<file path="src/rtl/lcd_pkg.sv">
// Shared types, init table, command codes, timing defaults and the delay helper
// for the character-LCD nibble writer.
package lcd_pkg;

    localparam int unsigned CNT_W = 20;

    // Default timing in 50 MHz clock cycles
    localparam int unsigned T_POWERUP_DEF = 750000;
    localparam int unsigned T_INIT1_DEF   = 205000;
    localparam int unsigned T_INIT2_DEF   = 5000;
    localparam int unsigned T_CMD_DEF     = 2000;
    localparam int unsigned T_CLEAR_DEF   = 82000;
    localparam int unsigned T_SETUP_DEF   = 2;
    localparam int unsigned T_EHIGH_DEF   = 12;
    localparam int unsigned T_GAP_DEF     = 50;

    typedef enum logic [2:0] {
        ST_PWR_WAIT,
        ST_INIT_SEND,
        ST_INIT_WAIT,
        ST_IDLE,
        ST_SETUP,
        ST_E_HIGH,
        ST_GAP,
        ST_POST
    } lcd_state_e;

    // 4-bit mode power-on sequence, sent with rs=0
    localparam logic [3:0] INIT_NIBBLES [0:3] = '{4'h3, 4'h3, 4'h3, 4'h2};

    // Commands that need the long post-wait
    localparam logic [7:0] CMD_CLEAR     = 8'h01;
    localparam logic [7:0] CMD_HOME      = 8'h02;
    localparam logic [7:0] CMD_HOME_ALT  = 8'h03;

    // Counter load value for an N-cycle wait; N=0 behaves as a 1-cycle wait
    function automatic logic [CNT_W-1:0] dly(input int unsigned n);
        return (n == 0) ? '0 : CNT_W'(n - 1);
    endfunction

    function automatic logic is_slow_cmd(input logic rs, input logic [7:0] data);
        return !rs && (data == CMD_CLEAR || data == CMD_HOME || data == CMD_HOME_ALT);
    endfunction

endpackage

</file>
<file path="src/rtl/lcd_delay_timer.sv">
// Shared down-counter for all LCD waits.
//  clk, rst     : clock, asynchronous active-high reset (reloads RESET_VAL)
//  load         : load load_val this cycle
//  load_val     : N-1 for an N-cycle wait
//  done_c       : counter is at zero (combinational)
module lcd_delay_timer
    import lcd_pkg::*;
#(
    parameter logic [CNT_W-1:0] RESET_VAL = '0
) (
    input  logic             clk,
    input  logic             rst,
    input  logic             load,
    input  logic [CNT_W-1:0] load_val,
    output logic             done_c
);

    logic [CNT_W-1:0] cnt_q;

    // Load wins over counting; holds at zero until reloaded
    always_ff @(posedge clk or posedge rst) begin
        if (rst) begin
            cnt_q <= RESET_VAL;
        end else if (load) begin
            cnt_q <= load_val;
        end else if (cnt_q != '0) begin
            cnt_q <= cnt_q - CNT_W'(1);
        end
    end

    assign done_c = (cnt_q == '0);

endmodule

</file>
<file path="src/rtl/lcd_nibble_writer.sv">
// Byte-at-a-time writer for the HD44780-style character LCD in 4-bit mode.
// Runs the power-on init, then sends each accepted byte as two timed nibbles.
//  clk, rst            : clock, asynchronous active-high reset
//  req_valid/req_ready : byte handshake; req_rs selects command(0)/data(1)
//  req_data            : byte to write
//  init_done           : init sequence finished, sticky until reset
//  sf_e, lcd_rw        : tied off (flash disabled, write-only)
//  lcd_e/lcd_rs/lcd_db : LCD strobe, register select, DB7..DB4
module lcd_nibble_writer
    import lcd_pkg::*;
#(
    parameter int unsigned T_POWERUP = T_POWERUP_DEF,
    parameter int unsigned T_INIT1   = T_INIT1_DEF,
    parameter int unsigned T_INIT2   = T_INIT2_DEF,
    parameter int unsigned T_CMD     = T_CMD_DEF,
    parameter int unsigned T_CLEAR   = T_CLEAR_DEF,
    parameter int unsigned T_SETUP   = T_SETUP_DEF,
    parameter int unsigned T_EHIGH   = T_EHIGH_DEF,
    parameter int unsigned T_GAP     = T_GAP_DEF
) (
    input  logic       clk,
    input  logic       rst,
    input  logic       req_valid,
    input  logic       req_rs,
    input  logic [7:0] req_data,
    output logic       req_ready,
    output logic       init_done,
    output logic       sf_e,
    output logic       lcd_e,
    output logic       lcd_rs,
    output logic       lcd_rw,
    output logic [3:0] lcd_db
);

    lcd_state_e       state_q, state_d;
    logic [1:0]       idx_q, idx_d;
    logic             second_q, second_d;
    logic             rs_q, rs_d;
    logic [7:0]       data_q, data_d;
    logic             init_done_d, req_ready_d, lcd_e_d, lcd_rs_d;
    logic [3:0]       lcd_db_d;
    logic             load;
    logic [CNT_W-1:0] load_val;
    logic             done_c;

    assign sf_e   = 1'b1;
    assign lcd_rw = 1'b0;

    // Reset value covers the power-up wait so no load is needed on entry
    lcd_delay_timer #(
        .RESET_VAL (dly(T_POWERUP))
    ) u_timer (
        .clk      (clk),
        .rst      (rst),
        .load     (load),
        .load_val (load_val),
        .done_c   (done_c)
    );

    // State, capture and output registers
    always_ff @(posedge clk or posedge rst) begin
        if (rst) begin
            state_q   <= ST_PWR_WAIT;
            idx_q     <= '0;
            second_q  <= 1'b0;
            rs_q      <= 1'b0;
            data_q    <= '0;
            init_done <= 1'b0;
            req_ready <= 1'b0;
            lcd_e     <= 1'b0;
            lcd_rs    <= 1'b0;
            lcd_db    <= '0;
        end else begin
            state_q   <= state_d;
            idx_q     <= idx_d;
            second_q  <= second_d;
            rs_q      <= rs_d;
            data_q    <= data_d;
            init_done <= init_done_d;
            req_ready <= req_ready_d;
            lcd_e     <= lcd_e_d;
            lcd_rs    <= lcd_rs_d;
            lcd_db    <= lcd_db_d;
        end
    end

    // Next state; every transition into a timed state loads the shared timer
    always_comb begin
        state_d     = state_q;
        idx_d       = idx_q;
        second_d    = second_q;
        rs_d        = rs_q;
        data_d      = data_q;
        init_done_d = init_done;
        load        = 1'b0;
        load_val    = '0;

        case (state_q)
            ST_PWR_WAIT: begin
                if (done_c) begin
                    state_d  = ST_INIT_SEND;
                    load     = 1'b1;
                    load_val = dly(T_SETUP);
                end
            end
            ST_INIT_SEND, ST_SETUP: begin
                if (done_c) begin
                    state_d  = ST_E_HIGH;
                    load     = 1'b1;
                    load_val = dly(T_EHIGH);
                end
            end
            ST_E_HIGH: begin
                if (done_c) begin
                    load = 1'b1;
                    if (!init_done) begin
                        state_d = ST_INIT_WAIT;
                        case (idx_q)
                            2'd0:    load_val = dly(T_INIT1);
                            2'd1:    load_val = dly(T_INIT2);
                            default: load_val = dly(T_CMD);
                        endcase
                    end else if (!second_q) begin
                        state_d  = ST_GAP;
                        load_val = dly(T_GAP);
                    end else begin
                        state_d  = ST_POST;
                        load_val = is_slow_cmd(rs_q, data_q) ? dly(T_CLEAR) : dly(T_CMD);
                    end
                end
            end
            ST_INIT_WAIT: begin
                if (done_c) begin
                    if (idx_q == 2'd3) begin
                        state_d     = ST_IDLE;
                        init_done_d = 1'b1;
                    end else begin
                        idx_d    = idx_q + 2'd1;
                        state_d  = ST_INIT_SEND;
                        load     = 1'b1;
                        load_val = dly(T_SETUP);
                    end
                end
            end
            ST_IDLE: begin
                if (req_valid && req_ready) begin
                    rs_d     = req_rs;
                    data_d   = req_data;
                    second_d = 1'b0;
                    state_d  = ST_SETUP;
                    load     = 1'b1;
                    load_val = dly(T_SETUP);
                end
            end
            ST_GAP: begin
                if (done_c) begin
                    second_d = 1'b1;
                    state_d  = ST_SETUP;
                    load     = 1'b1;
                    load_val = dly(T_SETUP);
                end
            end
            ST_POST: begin
                if (done_c) begin
                    state_d = ST_IDLE;
                end
            end
            default: state_d = ST_PWR_WAIT;
        endcase
    end

    // Outputs are decoded from the next state so the registers line up with the state
    always_comb begin
        lcd_e_d     = (state_d == ST_E_HIGH);
        req_ready_d = (state_d == ST_IDLE) && init_done_d;
        lcd_rs_d    = lcd_rs;
        lcd_db_d    = lcd_db;
        if (state_d == ST_INIT_SEND) begin
            lcd_rs_d = 1'b0;
            lcd_db_d = INIT_NIBBLES[idx_d];
        end else if (state_d == ST_SETUP) begin
            lcd_rs_d = rs_d;
            lcd_db_d = second_d ? data_d[3:0] : data_d[7:4];
        end
    end

endmodule

</file>
<file path="config.mk">
export PLATFORM = sky130hd
export DESIGN_NAME = lcd_nibble_writer
export DESIGN_NICKNAME = d
export VERILOG_FILES = /design/src/rtl/lcd_pkg.sv /design/src/rtl/lcd_delay_timer.sv /design/src/rtl/lcd_nibble_writer.sv
export SDC_FILE = /design/constraint.sdc
export NUM_CORES = 1
export LEC_CHECK = 0
export CORE_ASPECT_RATIO = 1.2
export CORE_MARGIN = 1.5
export CORE_UTILIZATION = 45
export DETAILED_ROUTE_END_ITERATION = 7
export HOLD_SLACK_MARGIN = 0.02
export PLACE_DENSITY = 0.63
export SLEW_MARGIN = 40
export SYNTH_ARGS = -nofsm -noshare
export SYNTH_HDL_FRONTEND = slang
export SYNTH_SLANG_ARGS = --single-unit
</file>
<file path="constraint.sdc">
create_clock -name clk -period 5.1 [get_ports clk]
set_input_delay 0.765 -clock clk [delete_from_list [all_inputs] [get_ports clk]]
set_output_delay 0.765 -clock clk [all_outputs]
set_load 0.05 [all_outputs]
</file>
==> impl_metrics.toml <==
[clock_tree]
clock_sinks = 43
ctsHoldBuffers = 0
cts.clk_slew.worst_paths_ns = 0.08
cts_setup_buffers = 0
tritoncts = "done"
postCtsResizedCells = 0
cts-root-buf = "clkbuf_8"
cts_buffer_depth = 2
htree_levels = 2
clk-insertion-delay-late_ns = 0.30
cts_made_buffers = 5

[route]
ant_nets = 0
viasPerCell = 5.61
wl_um = 5470
dr_total_vias = 1987
wl_per_cell_um = 15.4
drt_pre_antenna_iters = 4
first_iter_violations = 150
drc_errors = 0

[floorplanning]
rows = 29
dieHeight_um = 84.0
fp.dieArea_sq_um = 5920
io_pins = 22
fp.coreArea_sq_um = 5260
die_x_um = 70.5
initial_utilization_pct = 46.8

[finish]
drive_gt1_share_pct = 13.7
n_antenna_cell = 0
fin_nets = 305
area_delta_synth_final_pct = 12.3
fillers = 495

[synthesis]
yosysMostFrequentCell = "nand2_1"
synthFlopType = "dfrtp_1"
yosysTopAreaCell = "dfrtp_1"
synth_edf_count = 0
synth_top_area_share_pct = 30.5
synth_area_leaders = "dfrtp_1, dfstp_2, nand2_1"
netlist_instances = 276
async_reset_ff_share_pct = 100
synth.avg_cell_area_sq_um = 8.91
yosysSeqAreaShare_pct = 44.4
synth.net_count = 290
ys_ff_latch = 43
synth_common_cells = "nand2_1, nor2_1, dfrtp_1"
ys_types = 58
syn_area_sq_um = 2460
yosys_warnings = 0

[sta]
slew_viol_final = 0
layout_min_cycle_time_ns = 3.09
timing.fmax_mhz = 324
setup_viol = 0
setup_tns_ns = 0
hold_viol_final = 0
slew_headroom_pct = 45.8
setup_slack_ns = 2.01
fin_crit_sh_pct = 60.5
tightestPinTransition_ns = 0.808
clock_skew_ns = 0.0101
rsz0062_at_grt = "no"

[pwr]
switching_share_pct = 21.8
p_sw_mw = 0.124
p_leak_nw = 1.21
p_seq_share_pct = 59.9
ir_drop_uv = 128
comb_power_share_pct = 3.3
clkPwrFrac_pct = 36.8
intPower_mw = 0.445
pwr_density_cell_nw_per_um2 = 206

[global_route]
grt_max_degree = 44
gr-usage-all-layers_pct = 20.7
grt_pass1_vias = 2073
antenna_found_initial = 0
overflow = 0
grt_pass1_wl_um = 9760

[worst_hold_path]
hold_path.class = "flip-flop to flip-flop"
holdPathStages = 2

[critical_path]
ff2ff_path_depth = 9
r2r_slack_ns = 2.01
cp_max_fo = 11
crit_path_end = "u_timer.cnt_q[7]"
crit_start = "u_timer.cnt_q[0]"
critPathKind = "flip-flop to flip-flop"
startpoint_type = "flip-flop"
r2r-end = "u_timer.cnt_q[7]"
cp.required_ns = 5.35
r2r_start = "u_timer.cnt_q[0]"
crit_arrival_ns = 3.34
end_kind = "flip-flop"

[placement]
pre_cts_slack_ns = 1.97
place.gp.congestion = 0.856
place.port_buffers = 19
dp_hpwl_um = 3940

[flow_run]
drv_cap = 0

[outcome]
status = "complete, no violations"
[power groups by stage]
| stage | Sequential [mW] | Clock (mW) | Combinational (mW) |
|---|---|---|---|
| floorplan | 0.348 | 0 | 0.00940 |
| global placement | 0.348 | 0 | 0.0194 |
| detailed placement | 0.348 | 0 | 0.0194 |
| CTS | 0.341 | 0.215 | 0.0195 |
| global route | 0.341 | 0.232 | 0.0214 |
| finish | 0.341 | 0.210 | 0.0190 |
[worst max-delay path, stage by stage, from the launching register on]
cell	delay, ns
dfstp_2	0.38
inv_1	0.10
ha_1	0.16
nor4b_1	0.29
and4_1	0.45
nand2_1	0.24
o21ai_1	0.69
nor2_1	0.37
a21oi_1	0.21
o22a_1	0.14
[metrics by stage]
stage               instances  util [%]  area, sq um  hold WS, ns  power [mW]
finish                    354      52.5         2760        0.504       0.570
global route              354      52.5         2760        0.528       0.595
CTS                       354      52.5         2760        0.503       0.576
detailed placement        346      51.0         2680        0.485       0.367
global placement          346      50.9         2680        0.476       0.367
floorplan                 276         -         2460        0.455       0.357
[cell usage in the layout, fill, tap and decap left out, types with 3 or more instances in the layout]
master            n
dfrtp_1          30
nor2b_1           5
xnor2_1          11
xor2_1            5
nand2b_1          5
clkdlybuf4s50_1  19
a22o_1            3
clkbuf_8          5
dfstp_2          13
or3_1             5
o21ai_0          10
inv_1             4
nand2_1          44
mux2i_1           4
nand4_1           4
a21oi_1          21
a31oi_1           3
o21ai_1           3
nor3_1            7
nor2_1           32
a22oi_1           3
nor4b_1           3
nand3_1           3
[worst min path at each step]
| stage | from | endpoint | slack, ns |
|---|---|---|---|
| floorplan | data_q[5] | data_q[5] | 0.46 |
| global placement | data_q[5] | data_q[5] | 0.48 |
| detailed placement | data_q[5] | data_q[5] | 0.48 |
| CTS | data_q[5] | data_q[5] | 0.50 |
| global route | lcd_db[3] | lcd_db[3] | 0.53 |
| finish | data_q[5] | data_q[5] | 0.50 |
[registers in the layout, summed over array words and instances (netlist names)]
signal and flops:
rs_q 1, lcd_rs 1, second_q 1, init_done 1, u_timer.cnt_q 20, lcd_db 4
state_q 3, data_q 8, idx_q 2, lcd_e 1, req_ready 1
[cells by family (layout without fill, tap and decap cells)]
logic type                 after synthesis  after routing  synth area share (%)
adders and majority gates                2              2                  1.02
and+or+nand+nor                        130            130                  27.1
other                                    2              2                 0.305
buffers and inverters                   19             35                  3.41
xor gates and xnor gates                16             16                  5.70
DFF                                     43             43                  44.4
muxes                                    5              5                  2.09
AOI/OAI and AO/OA                       59             59                  16.0
[metal layers]
metal | GRT usage (%) | up-vias | part of all wire (%)
li1 | - | 980 | -
met4 | 8.39 | 0 | 2.5
met1 | 27.0 | 940 | 45
met5 | 0 | - | 0
met2 | 33.5 | 55 | 49
met3 | 3.99 | 12 | 3.5
[area by class of cell]
class	instances	area, sq um	area share (%)
multi-input cells	214	1290	46.6
clock buffers	7	76.3	2.76
well taps	62	77.6	2.81
inverters	7	27.5	0.996
clock inverters	1	5.00	0.181
repair buffers	20	198	7.16
flip-flops and latches	43	1090	39.5
(Power assumes the default switching activity.)
